===== config.mk =====
export PLATFORM = sky130hd
export DESIGN_NAME = screen_sequencer
export DESIGN_NICKNAME = d
export VERILOG_FILES = /design/src/rtl/screen_sequencer.sv
export SDC_FILE = /design/constraint.sdc
export NUM_CORES = 1
export LEC_CHECK = 0
export ABC_AREA = 1
export CAP_MARGIN = 15
export CELL_PAD_IN_SITES_DETAIL_PLACEMENT = 0
export CELL_PAD_IN_SITES_GLOBAL_PLACEMENT = 1
export CORE_MARGIN = 5
export CORE_UTILIZATION = 23
export CTS_CLUSTER_SIZE = 24
export DETAILED_ROUTE_END_ITERATION = 8
export GPL_ROUTABILITY_DRIVEN = 0
export PLACE_DENSITY = 0.82
export SLEW_MARGIN = 20
export SYNTH_ARGS = -nofsm -noshare
export SYNTH_HDL_FRONTEND = slang
export SYNTH_SLANG_ARGS = --single-unit

===== constraint.sdc =====
create_clock -name clk -period 1.3 [get_ports clk]
set_input_delay 0.13 -clock clk [delete_from_list [all_inputs] [get_ports clk]]
set_output_delay 0.13 -clock clk [all_outputs]
set_load 0.02 [all_outputs]

===== src/rtl/screen_sequencer.sv =====
// rtl/screen_sequencer.sv - frame-synchronous screen selector and RGB mux (optional FADE_EN fade-out)
// Screen requests are latched and applied on frame_tick; WIN/LOSE are held for HOLD_FRAMES frames.
module screen_sequencer #(
   parameter int HOLD_FRAMES = 180,
   parameter int CW          = 10
) (
   input  logic        clk,
   input  logic        reset,
   input  logic        frame_tick,
   input  logic        start_btn,
   input  logic        victory_evt,
   input  logic        defeat_evt,
   input  logic [23:0] rgb_title,
   input  logic [23:0] rgb_game,
   input  logic [23:0] rgb_win,
   input  logic [23:0] rgb_lose,
   output logic [7:0]  R,
   output logic [7:0]  G,
   output logic [7:0]  B,
   output logic [1:0]  screen_sel,
   output logic        game_active
);

   typedef enum logic [1:0] {
      S_TITLE = 2'd0,
      S_PLAY  = 2'd1,
      S_WIN   = 2'd2,
      S_LOSE  = 2'd3
   } state_t;

   state_t         state;
   state_t         pend_state;
   state_t         req_state;
   logic           pend_valid;
   logic           req_valid;
   logic           start_q;
   logic           start_edge;
   logic [CW-1:0]  frame_cnt;
   logic [23:0]    rgb_sel;
   logic [3:0]     shift;

   assign start_edge = start_btn & ~start_q;
   assign screen_sel = state;

   // Request seen this cycle; an already latched request always wins.
   always_comb begin
      req_valid = pend_valid;
      req_state = pend_state;
      if (!pend_valid) begin
         if (state == S_TITLE && start_edge) begin
            req_valid = 1'b1;
            req_state = S_PLAY;
         end else if (state == S_PLAY && victory_evt) begin
            req_valid = 1'b1;
            req_state = S_WIN;
         end else if (state == S_PLAY && defeat_evt) begin
            req_valid = 1'b1;
            req_state = S_LOSE;
         end
      end
   end

   always_ff @(posedge clk) begin
      if (reset) begin
         state       <= S_TITLE;
         pend_valid  <= 1'b0;
         pend_state  <= S_TITLE;
         frame_cnt   <= '0;
         start_q     <= 1'b0;
         game_active <= 1'b0;
      end else begin
         start_q <= start_btn;
         if (frame_tick) begin
            pend_valid <= 1'b0;
            if (req_valid) begin
               state       <= req_state;
               frame_cnt   <= '0;
               game_active <= (req_state == S_PLAY);
            end else if (state == S_WIN || state == S_LOSE) begin
               if (frame_cnt == CW'(HOLD_FRAMES - 1)) begin
                  state     <= S_TITLE;
                  frame_cnt <= '0;
               end else begin
                  frame_cnt <= frame_cnt + 1'b1;
               end
            end
         end else begin
            pend_valid <= req_valid;
            pend_state <= req_state;
         end
      end
   end

   always_comb begin
      case (state)
         S_TITLE: rgb_sel = rgb_title;
         S_PLAY:  rgb_sel = rgb_game;
         S_WIN:   rgb_sel = rgb_win;
         default: rgb_sel = rgb_lose;
      endcase
   end

`ifdef FADE_EN
   // Last eight held frames dim by one extra bit each, reaching black on the final frame.
   always_comb begin
      shift = 4'd0;
      if ((state == S_WIN || state == S_LOSE) && frame_cnt >= CW'(HOLD_FRAMES - 8))
         shift = 4'(frame_cnt - CW'(HOLD_FRAMES - 8)) + 4'd1;
   end
`else
   assign shift = 4'd0;
`endif

   always_ff @(posedge clk) begin
      if (reset) begin
         R <= 8'h00;
         G <= 8'h00;
         B <= 8'h00;
      end else begin
         R <= rgb_sel[23:16] >> shift;
         G <= rgb_sel[15:8]  >> shift;
         B <= rgb_sel[7:0]   >> shift;
      end
   end

endmodule

# --- Yosys cells after proc, flatten, opt, wreduce, memory -nomap -nowiden ---
# Cells that the tools add are included.
word_totals:
  reg_bits: 41
  inputBits: 102
  out_inout_bits: 27
  elab_cells: 43
op_classes:
  n_addsub: 1
  eq_ne: 5
  mux: 15
  bitwise_logic: 2
  reduce_logical: 11
op_table:
  columns: ["operator", "n"]
  rows:
  - ["$pmux W24 S3", 1]
  - ["$mux W10", 3]
  - ["$mux W2", 7]
  - ["$add A10 B1 Y10 const B", 1]
  - ["$eq A10 B8 Y1 const B", 1]
  - ["$eq A2 B1 Y1 const B", 2]
  - ["$eq A2 B2 Y1 const B", 2]
  - ["$mux W1", 4]
  - ["$reduce_and A2 Y1", 2]
  - ["$reduce_bool A2 Y1", 2]
  - ["$logic_and A1 B1 Y1", 3]
  - ["$reduce_and A3 Y1", 1]
  - ["$logic_not A2 Y1", 1]
  - ["$reduce_or A2 Y1", 1]
  - ["$and A1 B1 Y1", 1]
  - ["$logic_or A1 B1 Y1", 1]
  - ["$not A1 Y1", 1]

# --- Longest topological paths before layout ---
logic_depth:
  ltp_word: 8
  mapped_depth: 10
  mapped_depth_nobuf: 10

# --- Worst setup path after synthesis ---
# Ideal clock, no wire load.
synth_timing:
  kind: "flip-flop to flip-flop"
  from: "reg state[0], in the netlist screen_sel[0]"
  to: "reg frame_cnt[9]"
  setup_time_ns: 0.129
  t_arrival_ns: 1.274
  required_time_ns: 1.171
  setup_slack_ns: -0.103
  path_stages_with_launch: 10
  path_buffers: 0
  synth_period_minus_slack_ns: 1.403
  path_cell_list: "dfxtp_1 inv_1 nor2_4 o21ai_4 nand3_4 nand2_4 nand2_4 nor2_1 nor2_1 nor2_1"
synth_via:
  elab_chain_len: 8
  word_cells_on_any_way: 15
  cone_classes: "3 x eq/ne; 5 x mux; 7 x reduce/logical"
synth_lines:
  columns: ["item", "line_no", "text"]
  rows:
  - ["start, declared", "31", "state_t state;"]
  - ["start signal, assigned", "76", "state <= req_state;"]
  - ["$eq A2 B1 Y1", "53, 56", null]
  - ["$logic_and A1 B1 Y1", "56", "end else if (state == S_PLAY && defeat_evt) begin"]
  - ["$mux W1", "56", null]
  - ["$mux W1", "53", "end else if (state == S_PLAY && victory_evt) begin"]
  - ["$mux W1", "50", "if (state == S_TITLE && start_edge) begin"]
  - ["$mux W1", "49", "if (!pend_valid) begin"]
  - ["$reduce_bool A2 Y1 (no source line)", null, null]
  - ["$reduce_and A2 Y1 (no source line)", null, null]
  - ["end signal, assigned", "84", "frame_cnt <= frame_cnt + 1'b1;"]
  - ["end, declared", "38", "logic [CW-1:0] frame_cnt;"]
# Parallel ways exist; a longest one is shown, timed or not.
# A chain may end at the register's enable or synchronous reset.

# --- Worst setup path in the final report ---
layout_timing:
  from: "reg state[0], in the netlist screen_sel[0]"
  to: "reg frame_cnt[8]"
# The elaborated chain is that of the path after synthesis.

==> run summary <==
Fin. Hold Viols: 0
CP max FO: 6
GR peak layer: met2
residual DRC count: 0
Worst path slowest cell: dfxtp_4
CP Class: flop to flop
flop2flop setup slack: -20 ps
CP Cell Sequence: inv_2, nor2_4, o21ai_4, nand3_4, nand2_8, nand2_8, nand3_1, a21oi_1
largest net degree at the start of global routing: 20
Synth Cell Area: 2306 µm²
HPWL Detailed: 6655 µm
cell count after synthesis: 343
full die area: 12130 µm²
hold_ws: 385.9 ps
# port buffers: 128
worst-skew pair later-pin latency: 290 ps
WP depth: 8
Yosys warning count: 0
Pwr Total: 3.573 mW
Logic pwr share: 34.7%
Worst Tran Pin Value: 305.6 ps
Net Sw Frac: 31.04%
Setup Skew: 3.097 ps
setup_tns: -113.1 ps
Clock Path Buffers: 2
P_leak: 1.863 nW
Top FF cell, synth: dfxtp_1
vias in the first global route: 2773
synth-to-layout area growth: 75.96%
WL/cell: 13.61 µm
Top-Level Pins: 129
Routed Antenna Nets: 0
syn_nets: 446
initial antenna violation count: 0
most frequent cell after synthesis: nand2_1
biggest area consumer among synthesized cells: dfxtp_1
EDFF count, synth: 0
pwr dens: 880.5 nW/µm²
post-synthesis cell type count: 30
Setup violations, final: 6
Initial Utilization: 23.59%
DR pass1 iterations: 4
Critical path origin: screen_sel[0]$_SDFFE_PP0P_
Pint: 2.464 mW
WL final: 8465 µm
Chip Height: 110.1 µm
top cells by area, synth: dfxtp_1 36%, nand2_1 15%, nand3_1 8.0%
H-tree Lvls: 2
final clock period utilization by the worst path: 101.8%
kind of cell adding the most delay to the critical path: simple AND/OR/NAND/NOR gates
Worst Setup End Kind: flop
Clock Tree Root: clkbuf_8
fmax: 0.7559 GHz
Max-slew headroom: 79.56%
number of vias per cell: 4.413
Nets: 591
maximum vdd drop: 375.4 µV
commonest cells in the netlist: 91 x nand2_1, 42 x inv_1, 41 x dfxtp_1
FF-to-FF End: frame_cnt[8]$_SDFFE_PP0P_
Detailed Route Iter0 Violations: 76
Worst EP arrival: 1540 ps
R2R cell count: 8
CP Buf/Inv Count: 1
Clock Sinks: 41
routed via count: 2745
syn avg cell area: 6.723 µm²
area of the multi-input gates: 1345 µm²
Final min period: 1323 ps
post-synth top area share: 35.59%
GRT met1 Usage: 16.89%
fillers: 1005
Async SR Flop Fraction: 0%
die width: 110.1 µm
GRT Util Overall: 14.22%
met2 usage: 25.35%
layout cells sized above 1: 15.13%
min-delay worst type: input pin to flop
power share of the clock group: 25.8%
reg2reg start: screen_sel[0]$_SDFFE_PP0P_
CP max stage delay: 400 ps
FF+latch area: 833.3 µm²
first-pass GRT wire length: 13400 µm
site row count: 36
Setup crit end: frame_cnt[8]$_SDFFE_PP0P_
crit start category: flop
register area share after synthesis: 35.59%
status: complete, but fails checks
CP required: 1520 ps
Clock transition at path regs: 80 ps
Net Sw Power: 1.109 mW
Pins Over Slew Limit: 0
CTS tree: done
hold_buf cts: 0
max cap viols: 0
Final WS setup: -22.88 ps
CTS Buf Count: 5
Seq pwr share: 39.4%
grt ovf: 0
Core Region: 9774 µm²
Synth Register Bits: 41
violated checks: setup timing
most used cell, CP: nand2_8
met3 Usage GRT: 2.737%
unrepaired setup endpoints after global routing: true
diodes inserted: 0
[placed cells by master (no fill, tap or decap)]
cell,count
clkdlybuf4s50_1,101
nand2_1,88
inv_1,41
dfxtp_1,35
nand3_1,32
dlygate4sd2_1,27
o211ai_1,24
buf_4,24
nor2_1,23
o21ai_0,23
o21ai_1,8
clkbuf_8,7
a21oi_1,6
nor2_4,5
nand2_4,5
nand3_2,5
nand2_2,4
nor2_2,4
dfxtp_2,4
inv_2,2
nand2_8,2
a21oi_2,2
nor3_1,2
nand3b_1,2
buf_6,2
dfxtp_4,2
o21ai_4,1
nand3_4,1
xor2_1,1
nand4_2,1
nor3b_2,1
xnor2_1,1
nand4_1,1
ha_4,1
clkinv_2,1
[power by group through the flow]
stage	registers [mW]	clock network, mW	logic [mW]
2_1_floorplan	1.55	0	0.480
3_3_place_gp	1.44	0	1.22
3_5_place_dp	1.44	0	1.23
4_1_cts	1.41	0.985	1.23
5_1_grt	1.42	1.04	1.36
6_report	1.41	0.923	1.24
[cell families (layout without fill, tap and decap cells)]
| kind of cell | count (synthesis) | count (layout) | synth area share [%] |
|---|---|---|---|
| AO/OA/AOI/OAI | 64 | 64 | 17.15 |
| XOR/XNOR | 2 | 2 | 0.7598 |
| adder cells (fa/ha/maj) | 1 | 1 | 0.5425 |
| buffers and inverters | 60 | 205 | 10.96 |
| flip-flops | 41 | 41 | 35.59 |
| AND/OR/NAND/NOR | 175 | 176 | 35.00 |
[worst reg2reg max path: stages (launching register included)]
cell and delay, ps:
dfxtp_4 400, inv_2 50, nor2_4 170, o21ai_4 110
nand3_4 110, nand2_8 90, nand2_8 110, nand3_1 90
a21oi_1 130
[how the worst min path moves through the flow]
stage / startpoint / cells past startpoint / endpoint
after floorplan: start_btn / 2 / start_q$_SDFF_PP0_
after global placement: game_active$_SDFFE_PP0P_ / 2 / game_active$_SDFFE_PP0P_
after detailed placement: game_active$_SDFFE_PP0P_ / 2 / game_active$_SDFFE_PP0P_
after CTS: start_btn / 3 / start_q$_SDFF_PP0_
after global routing: start_btn / 3 / start_q$_SDFF_PP0_
final: start_btn / 3 / start_q$_SDFF_PP0_
[sequential cells by signal, indices dropped and copies added (netlist names)]
register	count
B	8
G	8
frame_cnt	10
start_q	1
game_active	1
pend_state	2
screen_sel	2
R	8
pend_valid	1
[stage by stage]
stage,setup WS [ps],area (µm²),cells,util (%)
3_5_place_dp,-240.3,3844,610,39.32
2_1_floorplan,4.553,2315,343,-
5_1_grt,-102.0,4058,622,41.51
4_1_cts,-13.54,3999,622,40.91
6_report,-22.88,4058,622,41.51
3_3_place_gp,-202.4,3844,610,39.32
[per-layer routing]
| layer | part of all wire [%] | vias up |
|---|---|---|
| met2 | 50 | 89 |
| met4 | 2.8 | 0 |
| met1 | 42 | 1232 |
| met3 | 5.4 | 16 |
| met5 | 0 | - |
| li1 | - | 1408 |
[final cells by class]
type	instances	share of cell area, %
repair buffers	154	35.74
multi-input cells	243	33.15
flip-flops and latches	41	20.54
well taps	133	4.101
inverters	43	3.978
clock buffers	7	2.374
clock inverters	1	0.1233
[what timing repair did]
| action | CTS | global route |
|---|---|---|
| buffers inserted | 3 | 0 |
| pin swaps | 9 | 8 |
| resized for setup | 38 | 22 |
| endpoints found under the setup margin | 40 | 30 |
| cloned | 1 | 0 |
(Power assumes the default switching activity.)
